[config.mk]
export PLATFORM = sky130hd
export DESIGN_NAME = keystat_fade_sched
export DESIGN_NICKNAME = d
export VERILOG_FILES = /design/src/rtl/keystat_fade_sched.sv
export SDC_FILE = /design/constraint.sdc
export NUM_CORES = 1
export LEC_CHECK = 0
export CORE_MARGIN = 3
export CORE_UTILIZATION = 30
export CTS_CLUSTER_SIZE = 25
export DETAILED_ROUTE_END_ITERATION = 10
export SLEW_MARGIN = 20
export SYNTH_ARGS = -nofsm -noshare
export SYNTH_HDL_FRONTEND = slang
export SYNTH_SLANG_ARGS = --single-unit
[constraint.sdc]
create_clock -name clk -period 1.8 [get_ports clk]
set_input_delay 0.36 -clock clk [delete_from_list [all_inputs] [get_ports clk]]
set_output_delay 0.36 -clock clk [all_outputs]
set_load 0.1 [all_outputs]
[src/rtl/keystat_fade_sched.sv]
// rtl/keystat_fade_sched.sv - canvas bus owner with a periodic keystat BRGHT fade sweep
// Optional FADE_SKIP_IDLE_EN: registers the fade leaves unchanged are not written back.
`timescale 1ns/1ps
module keystat_fade_sched #(
  parameter int unsigned FADE_DIV  = 2,
  parameter logic [5:0]  KEY_FIRST = 6'h05,
  parameter logic [5:0]  KEY_LAST  = 6'h37
) (
  input  logic       clk,
  input  logic       reset_n,
  input  logic       vs,
  input  logic       h_cs,
  input  logic       h_rden,
  input  logic       h_wren,
  input  logic [5:0] h_addr,
  input  logic [7:0] h_wdata,
  output logic [7:0] h_rdata,
  output logic       h_waitreq,
  output logic       c_cs,
  output logic       c_rden,
  output logic       c_wren,
  output logic [5:0] c_addr,
  output logic [7:0] c_wdata,
  input  logic [7:0] c_rdata,
  output logic       busy,
  output logic       missed
);

  localparam logic [5:0] CLR_ADDR = 6'h3F;
  localparam logic [3:0] DIV_LAST = 4'(FADE_DIV - 1);

  // The per-register "next" decision is folded into the exit of WR (or WAIT when
  // skipping), so one register costs ARM+RD+WAIT+WR = 4 cycles.
  typedef enum logic [2:0] {S_IDLE, S_ARM, S_RD, S_WAIT, S_WR} state_t;

  state_t     state_q, state_d;
  logic [5:0] idx_q, idx_d;
  logic [7:0] old_q, old_d;
  logic [3:0] frm_q, frm_d;
  logic       missed_q, missed_d;
  logic       vs_s1_q, vs_s2_q, vs_s3_q;
  logic       tick, req, lock, advance, host_clr;

  function automatic logic [7:0] fade(input logic [7:0] v);
    logic [2:0] br;
    logic [1:0] co;
    logic [2:0] ns;
    br = v[7:5];
    co = v[4:3];
    ns = v[2:0];
    if ((ns != 3'd0 && co == 2'd0) || br == 3'd0)
      fade = v;
    else if (br == 3'd1 && co != 2'd0)
      fade = 8'h00;
    else
      fade = {br - 3'd1, co, ns};
  endfunction

  // vs idles high, so the sync chain resets high to avoid a phantom tick.
  always_ff @(posedge clk or negedge reset_n) begin
    if (!reset_n) begin
      vs_s1_q <= 1'b1;
      vs_s2_q <= 1'b1;
      vs_s3_q <= 1'b1;
    end else begin
      vs_s1_q <= vs;
      vs_s2_q <= vs_s1_q;
      vs_s3_q <= vs_s2_q;
    end
  end

  assign tick = vs_s3_q & ~vs_s2_q;

  always_comb begin
    frm_d = frm_q;
    req   = 1'b0;
    if (tick) begin
      if (frm_q == DIV_LAST) begin
        frm_d = 4'd0;
        req   = 1'b1;
      end else begin
        frm_d = frm_q + 4'd1;
      end
    end
  end

  assign lock     = (state_q == S_RD) || (state_q == S_WAIT) || (state_q == S_WR);
  assign busy     = (state_q != S_IDLE);
  assign missed   = missed_q;
  assign h_rdata  = c_rdata;
  assign host_clr = h_cs & h_wren & ~h_waitreq & (h_addr == CLR_ADDR);

  always_comb begin
    missed_d = missed_q;
    if (host_clr)
      missed_d = 1'b0;
    if (req && busy)
      missed_d = 1'b1;
  end

  always_comb begin
    state_d = state_q;
    idx_d   = idx_q;
    old_d   = old_q;
    advance = 1'b0;
    case (state_q)
      S_IDLE: begin
        if (req) begin
          state_d = S_ARM;
          idx_d   = KEY_FIRST;
        end
      end
      S_ARM: begin
        if (!h_cs)
          state_d = S_RD;
      end
      S_RD: state_d = S_WAIT;
      S_WAIT: begin
        old_d = c_rdata;
`ifdef FADE_SKIP_IDLE_EN
        if (fade(c_rdata) == c_rdata)
          advance = 1'b1;
        else
          state_d = S_WR;
`else
        state_d = S_WR;
`endif
      end
      S_WR: advance = 1'b1;
      default: state_d = S_IDLE;
    endcase
    if (advance) begin
      if (idx_q == KEY_LAST) begin
        state_d = S_IDLE;
      end else begin
        idx_d   = idx_q + 6'd1;
        state_d = S_ARM;
      end
    end
  end

  // Host owns the canvas port except during the three locked RMW cycles.
  always_comb begin
    c_cs      = h_cs;
    c_rden    = h_rden;
    c_wren    = h_wren;
    c_addr    = h_addr;
    c_wdata   = h_wdata;
    h_waitreq = 1'b0;
    if (lock) begin
      c_cs      = (state_q != S_WAIT);
      c_rden    = (state_q == S_RD);
      c_wren    = (state_q == S_WR);
      c_addr    = idx_q;
      c_wdata   = (state_q == S_WR) ? fade(old_q) : 8'h00;
      h_waitreq = h_cs;
    end
  end

  always_ff @(posedge clk or negedge reset_n) begin
    if (!reset_n) begin
      state_q  <= S_IDLE;
      idx_q    <= KEY_FIRST;
      old_q    <= 8'h00;
      frm_q    <= 4'd0;
      missed_q <= 1'b0;
    end else begin
      state_q  <= state_d;
      idx_q    <= idx_d;
      old_q    <= old_d;
      frm_q    <= frm_d;
      missed_q <= missed_d;
    end
  end

endmodule

==> impl_metrics.ini, run 1 <==
[global_route]
global_route_wire_length_before_repair_um = 8128
number_of_global_route_vias_before_repair = 1679
antenna_found_initial = 0
grt.total_usage = 0.1658
grt_start_max_net_pins = 26
globalRoute.totalOverflow = 0

[place]
place_congestion = 0.8040
buffer_ports.inserted = 55
place_inst = 282
place_worst_setup_slack_ps = -205.4
place.detailed.hpwl_um = 3433

[logic_synthesis]
ys_seq_area_frac = 0.4174
synthesized_area_um2 = 1514
netlist_top_cells_area = sky130_fd_sc_hd__dfrtp_1 (33%), sky130_fd_sc_hd__dfstp_2 (8.7%), sky130_fd_sc_hd__mux2_2 (7.4%), sky130_fd_sc_hd__a22o_1 (4.6%), sky130_fd_sc_hd__buf_4 (4.0%)
syn-instance-count = 143
async_reset_ff_frac = 1.000
synth.top_cell.area_share = 0.3306
synth.largest_area_cell = sky130_fd_sc_hd__dfrtp_1
postSynthAreaPerCell_um2 = 10.59
postSynthNetCount = 175
synthesis.yosys.warnings = 0
synth_enable_flop_cells = 0
dominantRegCellSynth = sky130_fd_sc_hd__dfrtp_1
synthDistinctLibCells = 45
synth.ff_latch_count = 25

[cts]
worst_setup_hold_path_clk_slew_ps = 100
h-tree-depth = 1
num_cts_buffers = 3
tritoncts = done
hold_buffers = 0
cts.sinks = 25
clockBufferDepth = 2
worstSkewPairLatency_ps = 280
ctsRootBufferMaster = sky130_fd_sc_hd__clkbuf_8

[timing]
tightest_slew_ps = 328.1
timing.final.crit_period_ps = 2213
setup_slack_ps = -413.0
rsz_0062_raised_after_global_routing = yes
clock_skew_ps = 2.349
fin_worst_hold_slack_ps = 360.9
timing.final.max_slew_violations = 0
timing.fmax_ghz = 0.4519
final_min_period_over_clock_period = 1.229
fin_setup_tns_ps = -6048
setup_violations = 20
worst_max_slew_margin_expressed_relative_to_the_limit = 0.7812
timing.final.hold_violations = 0

[run_status]
run_status = complete, but fails checks
violations = setup timing

[power_and_ir_drop]
post-layout-total-power_mw = 5.687
switching_share = 0.4975
cell_internal_pwr_mw = 2.858
ir_drop_v = 0.001032
power.switching_mw = 2.829
power.leakage_nw = 1.316
power_per_cell_area_nw_per_um2 = 1875
p_comb_frac = 0.766
power_frac_clock = 0.064
seqPwrFrac = 0.170

[routing]
detail_route.first_pass.iterations = 4
routed-wl-met2_um = 2416
top_signal_layer_used = met4
wire_per_inst_um = 15.45
met3_wirelength_um = 324
postRouteAntennaNets = 0
route.detailed.drc = 0
drt-total-wl_um = 4651
drtIter0Drc = 99
route.layer.met1.wl_um = 1812
routed-via-count = 1501
viasPerCell = 4.987

[setup_path]
crit_path_start = old_q[5]
cp-start-kind = flip-flop
r2r-end = idx_q[1]
timing.critical_path.slowest_cell_delay_ps = 420
critPathCaptureType = output pin
r2r_cells = 7
r2r_setup_slack_ps = 0
endpoint = c_wdata[1]
max_fanout_on_critical_path = 5
path_cells = inv_2 > ha_4 > o41a_1 > buf_6 > a22o_4 > buf_12
launching_point_of_the_worst_reg2reg_path = state_q[2]
setup.worst_path.class = reg2out
cp.arrival_ps = 1850
cp.required_ps = 1440
crit_slowest_cell = sky130_fd_sc_hd__dfrtp_2

[finish]
nNetsFinal = 267
post_route_cells_drive_above_1_share = 0.5513
finish.cell_count_without_fillers = 301
layout_stage_area_growth_over_the_synthesis_result_pct = 100.3
antenna_cells = 0

[floorplanning]
effective_utilization_at_floorplan = 0.3163
fp.coreArea_um2 = 4786
boundaryPins = 56
dieHeight_um = 77.04
die-width_um = 77.04
dieArea_um2 = 5935
core.rowCount = 25

[worst_hold_path]
hold_path.class = reg2reg

[flow_run]
cap_violations = 0
## timing repair
action                                  CTS  global route
setup buffers                            12             2
pin swaps                                10             7
endpoints found under the setup margin   19            21
cloned                                    1             0
hold endpoints to repair                  0             0
resized for setup                        30             8
## kinds of logic (layout without fill, tap and decap cells)
kind of cell	count (synthesis)	in the layout	synth area share
AO/OA/AOI/OAI	31	31	0.1603
XOR/XNOR	5	5	0.02892
adder cells (fa/ha/maj)	4	4	0.03306
buffers and inverters	19	109	0.07768
flip-flops	25	25	0.4174
multiplexers	14	14	0.1050
AND/OR/NAND/NOR	45	46	0.1777
## sequential cells by signal (all words and copies together), names as in the netlist
signal   flops
vs_s3_q      1
old_q        8
state_q      3
idx_q        6
vs_s1_q      1
vs_s2_q      1
frm_q        4
missed       1
## synth_stat cells, types with 2 or more instances
master,number
sky130_fd_sc_hd__a22o_1,8
sky130_fd_sc_hd__inv_1,7
sky130_fd_sc_hd__xnor2_1,5
sky130_fd_sc_hd__nand2b_1,3
sky130_fd_sc_hd__nand4_1,3
sky130_fd_sc_hd__ha_1,4
sky130_fd_sc_hd__nor3_1,4
sky130_fd_sc_hd__dfrtp_1,20
sky130_fd_sc_hd__nor2b_1,2
sky130_fd_sc_hd__buf_6,2
sky130_fd_sc_hd__nor2_1,5
sky130_fd_sc_hd__buf_4,8
sky130_fd_sc_hd__dfstp_2,5
sky130_fd_sc_hd__o211ai_1,2
sky130_fd_sc_hd__mux2_2,10
sky130_fd_sc_hd__nand3_1,8
sky130_fd_sc_hd__nand2_1,10
sky130_fd_sc_hd__a21oi_1,4
sky130_fd_sc_hd__o21ai_1,2
sky130_fd_sc_hd__o21ai_0,3
sky130_fd_sc_hd__mux2i_1,2
sky130_fd_sc_hd__o31ai_1,3
## final cells by class
type	instances	area (um2)
clock buffer	3	41.29
clock inverter	1	8.758
fill	364	1753
inverter	7	28.78
multi-input combinational	100	1030
sequential	25	633.1
tap	67	83.83
timing repair buffer	98	1207
## stage by stage
| stage | instance area (um2) | utilization |
|---|---|---|
| after floorplan | 1677 | - |
| after global placement | 2711 | 0.5665 |
| after detailed placement | 2711 | 0.5665 |
| after CTS | 2997 | 0.6261 |
| after global routing | 3033 | 0.6337 |
| final | 3033 | 0.6337 |
## layout by cell type, fill, tap and decap left out, drive strengths merged, types with 4 or more instances in the layout
master | synthesis | routed
nand3 | 8 | 8
buf | 11 | 71
mux2 | 12 | 12
nor3 | 4 | 4
o21ai | 5 | 5
a22o | 8 | 8
dfstp | 5 | 5
xnor2 | 5 | 5
a21oi | 4 | 4
nand2 | 10 | 10
nor2 | 6 | 7
dfrtp | 20 | 20
ha | 4 | 4
inv | 7 | 8
clkdlybuf4s50 | 0 | 27
## worst min path at each step
stage,startpoint,to,cells after the start
after floorplan,reset_n,frm_q[0],0
after global placement,vs_s1_q,vs_s2_q,0
after detailed placement,vs_s1_q,vs_s2_q,0
after CTS,vs_s1_q,vs_s2_q,0
after global routing,vs_s1_q,vs_s2_q,0
final,vs_s1_q,vs_s2_q,0
## per-layer routing
metal	vias up	GRT usage
li1	706	-
met1	720	0.1885
met2	63	0.3040
met3	12	0.04343
met4	0	0.04626
met5	-	0
## critical path: cells and delay by family, from the launching register on
kind | cells | cell delay [ps]
compound gates | 2 | 600
flops | 1 | 420
buf+inv | 3 | 370
fa+ha+maj | 1 | 170
## power by group through the flow
| stage | registers [mW] | clock network (mW) | logic, mW |
|---|---|---|---|
| 2_1_floorplan | 0.953 | 0 | 2.52 |
| 3_3_place_gp | 0.930 | 0 | 3.86 |
| 3_5_place_dp | 0.945 | 0 | 3.92 |
| 4_1_cts | 0.952 | 0.374 | 4.31 |
| 5_1_grt | 0.992 | 0.394 | 4.56 |
| 6_report | 0.965 | 0.365 | 4.36 |
(Power assumes the default switching activity.)
==> run 2, diff against run 1 <==
- DONT_BUFFER_PORTS: not set -> 1
==> run 2 against run 1 <==
The run still ends with setup timing left. Cell count is 19% lower. Via count down 17%. Utilization shrank 16 points. Non-clock buffer count decreased by 55. Clock skew increased by 2.9 ps. Sequential share of layout area increased by 6.9 points. Clock-buffer cell count did not move. Die area stayed put. Global-route usage decreased by 3.6 points. Critical path depth is 1 lower. Sequential cell count unchanged. Critical path type unchanged.
==> impl_metrics.ini, run 2 (synthesis gave the netlist of run 1 again) <==
[run_status]
run_status = complete, but fails checks
violations = setup timing

[cts]
clockBufferDepth = 2
ctsRootBufferMaster = sky130_fd_sc_hd__clkbuf_8
worstSkewPairLatency_ps = 270
num_cts_buffers = 3
tritoncts = done
worst_setup_hold_path_clk_slew_ps = 80
cts.sinks = 25
h-tree-depth = 1

[timing]
tightest_slew_ps = 419.5
timing.final.max_slew_violations = 0
rsz_0062_raised_after_global_routing = yes
fin_worst_hold_slack_ps = 77.26
setup_violations = 20
clock_skew_ps = 5.204
timing.final.hold_violations = 0
timing.final.crit_period_ps = 2163
timing.fmax_ghz = 0.4624
setup_slack_ps = -362.7
worst_max_slew_margin_expressed_relative_to_the_limit = 0.7168
fin_setup_tns_ps = -5400
final_min_period_over_clock_period = 1.201

[finish]
final.fill_count = 448
largest_register_ff_count = 8
layout_top_registers = old_q (8), idx_q (6), frm_q (4)
multi_input_comb_area_um2 = 1021
layout_common_cells = sky130_fd_sc_hd__buf_4 (26), sky130_fd_sc_hd__dfrtp_1 (20), sky130_fd_sc_hd__nand2_1 (8), sky130_fd_sc_hd__buf_12 (8)
post_route_cells_drive_above_1_share = 0.5449
max_flop_register = old_q
layout.area.seq_um2 = 631.9
layout_commonest_cell = sky130_fd_sc_hd__buf_4
nNetsFinal = 211
layout_stage_area_growth_over_the_synthesis_result_pct = 50.17
finish.cell_count_without_fillers = 245
final_design_area_no_fill_um2 = 2273
antenna_cells = 0

[floorplanning]
die-width_um = 77.04
effective_utilization_at_floorplan = 0.3163
core.rowCount = 25
dieHeight_um = 77.04
fp.coreArea_um2 = 4786
dieArea_um2 = 5935
boundaryPins = 56

[setup_path]
cp.arrival_ps = 1800
path_delay_family = compound AO/OA/AOI/OAI gates
max_fanout_on_critical_path = 5
cp.required_ps = 1440
path_cells = buf_4 > ha_4 > inv_1 > o41a_1 > a22o_4
timing.critical_path.slowest_cell_delay_ps = 440
worstPathBufferInverterCount = 2
r2r_setup_slack_ps = 0
setup.worst_path.class = reg2out
critPathCaptureType = output pin
crit_slowest_cell = sky130_fd_sc_hd__o41a_1
cp-start-kind = flip-flop

[place]
place_inst = 225
place_congestion = 0.7957
dpl-instance-area_um2 = 1928
place.detailed.hpwl_um = 2951
buffer_ports.inserted = 0

[routing]
detail_route.first_pass.iterations = 4
drt-total-wl_um = 3922
drtIter0Drc = 46
viasPerCell = 5.086
route.detailed.drc = 0
wire_per_inst_um = 16.01
postRouteAntennaNets = 0
routed-via-count = 1246

[global_route]
groute.layer.met3.usage = 0.05282
antenna_found_initial = 0
met1_resource_use_gr = 0.1474
grt_most_used_layer = met2
global_route_wire_length_before_repair_um = 6265
grt_use_met2 = 0.2282
number_of_global_route_vias_before_repair = 1305
grt_start_max_net_pins = 26
grt.total_usage = 0.1301
globalRoute.totalOverflow = 0

[flow_run]
cap_violations = 0

[worst_hold_path]
hold_path.class = in2reg
-- run 2: cell types whose count changed in the layout (fill, tap and decap cells not counted), sizes merged --
| cell | change |
|---|---|
| nor2 | -1 |
| clkdlybuf4s50 | -27 |
| inv | -1 |
| clkinvlp | +1 |
| dlygate4sd3 | +1 |
| buf | -29 |
-- run 2: metal layers --
metal / wire length (um) / vias to the layer above
met3: 384 / 7
li1: - / 588
met5: 0 / -
met4: 55 / 0
met2: 2013 / 63
met1: 1468 / 588
-- run 2: path summary, 6_finish.rpt --
path	end	depth (start not counted)	start
max	c_wdata[1]	5	old_q[5]
min	vs_s1_q	0	vs
max reg2reg	idx_q[1]	7	state_q[1]
min reg2reg	vs_s2_q	0	vs_s1_q
max in group asynchronous	vs_s1_q	2	reset_n
min in group asynchronous	missed	2	reset_n
-- run 2: cell type report --
type / instances / share of cell area
clock buffers: 3 / 0.01816
multi-input cells: 99 / 0.4491
repair buffers: 43 / 0.2020
well taps: 67 / 0.03687
inverters: 7 / 0.01266
clock inverters: 1 / 0.003302
flip-flops and latches: 25 / 0.2779
-- run 2: what timing repair did --
action / 4_1_cts / 5_1_grt
pin swaps: 13 / 7
resized for setup: 23 / 12
endpoints found under the hold margin: 25 / 0
endpoints found under the setup margin: 19 / 22
buffers inserted: 7 / 9
hold buffers: 2 / 0
-- run 2: stage by stage --
stage,utilization,setup WS [ps]
after global placement,0.4029,-174.2
after detailed placement,0.4029,-226.9
after floorplan,-,-441.0
after CTS,0.4539,-381.0
after global routing,0.4750,-444.4
final,0.4750,-362.7
Power of run 2 is left out: the tool's default activity adds up to more than one toggle a clock period on the data nets, which glitch-free logic cannot reach.
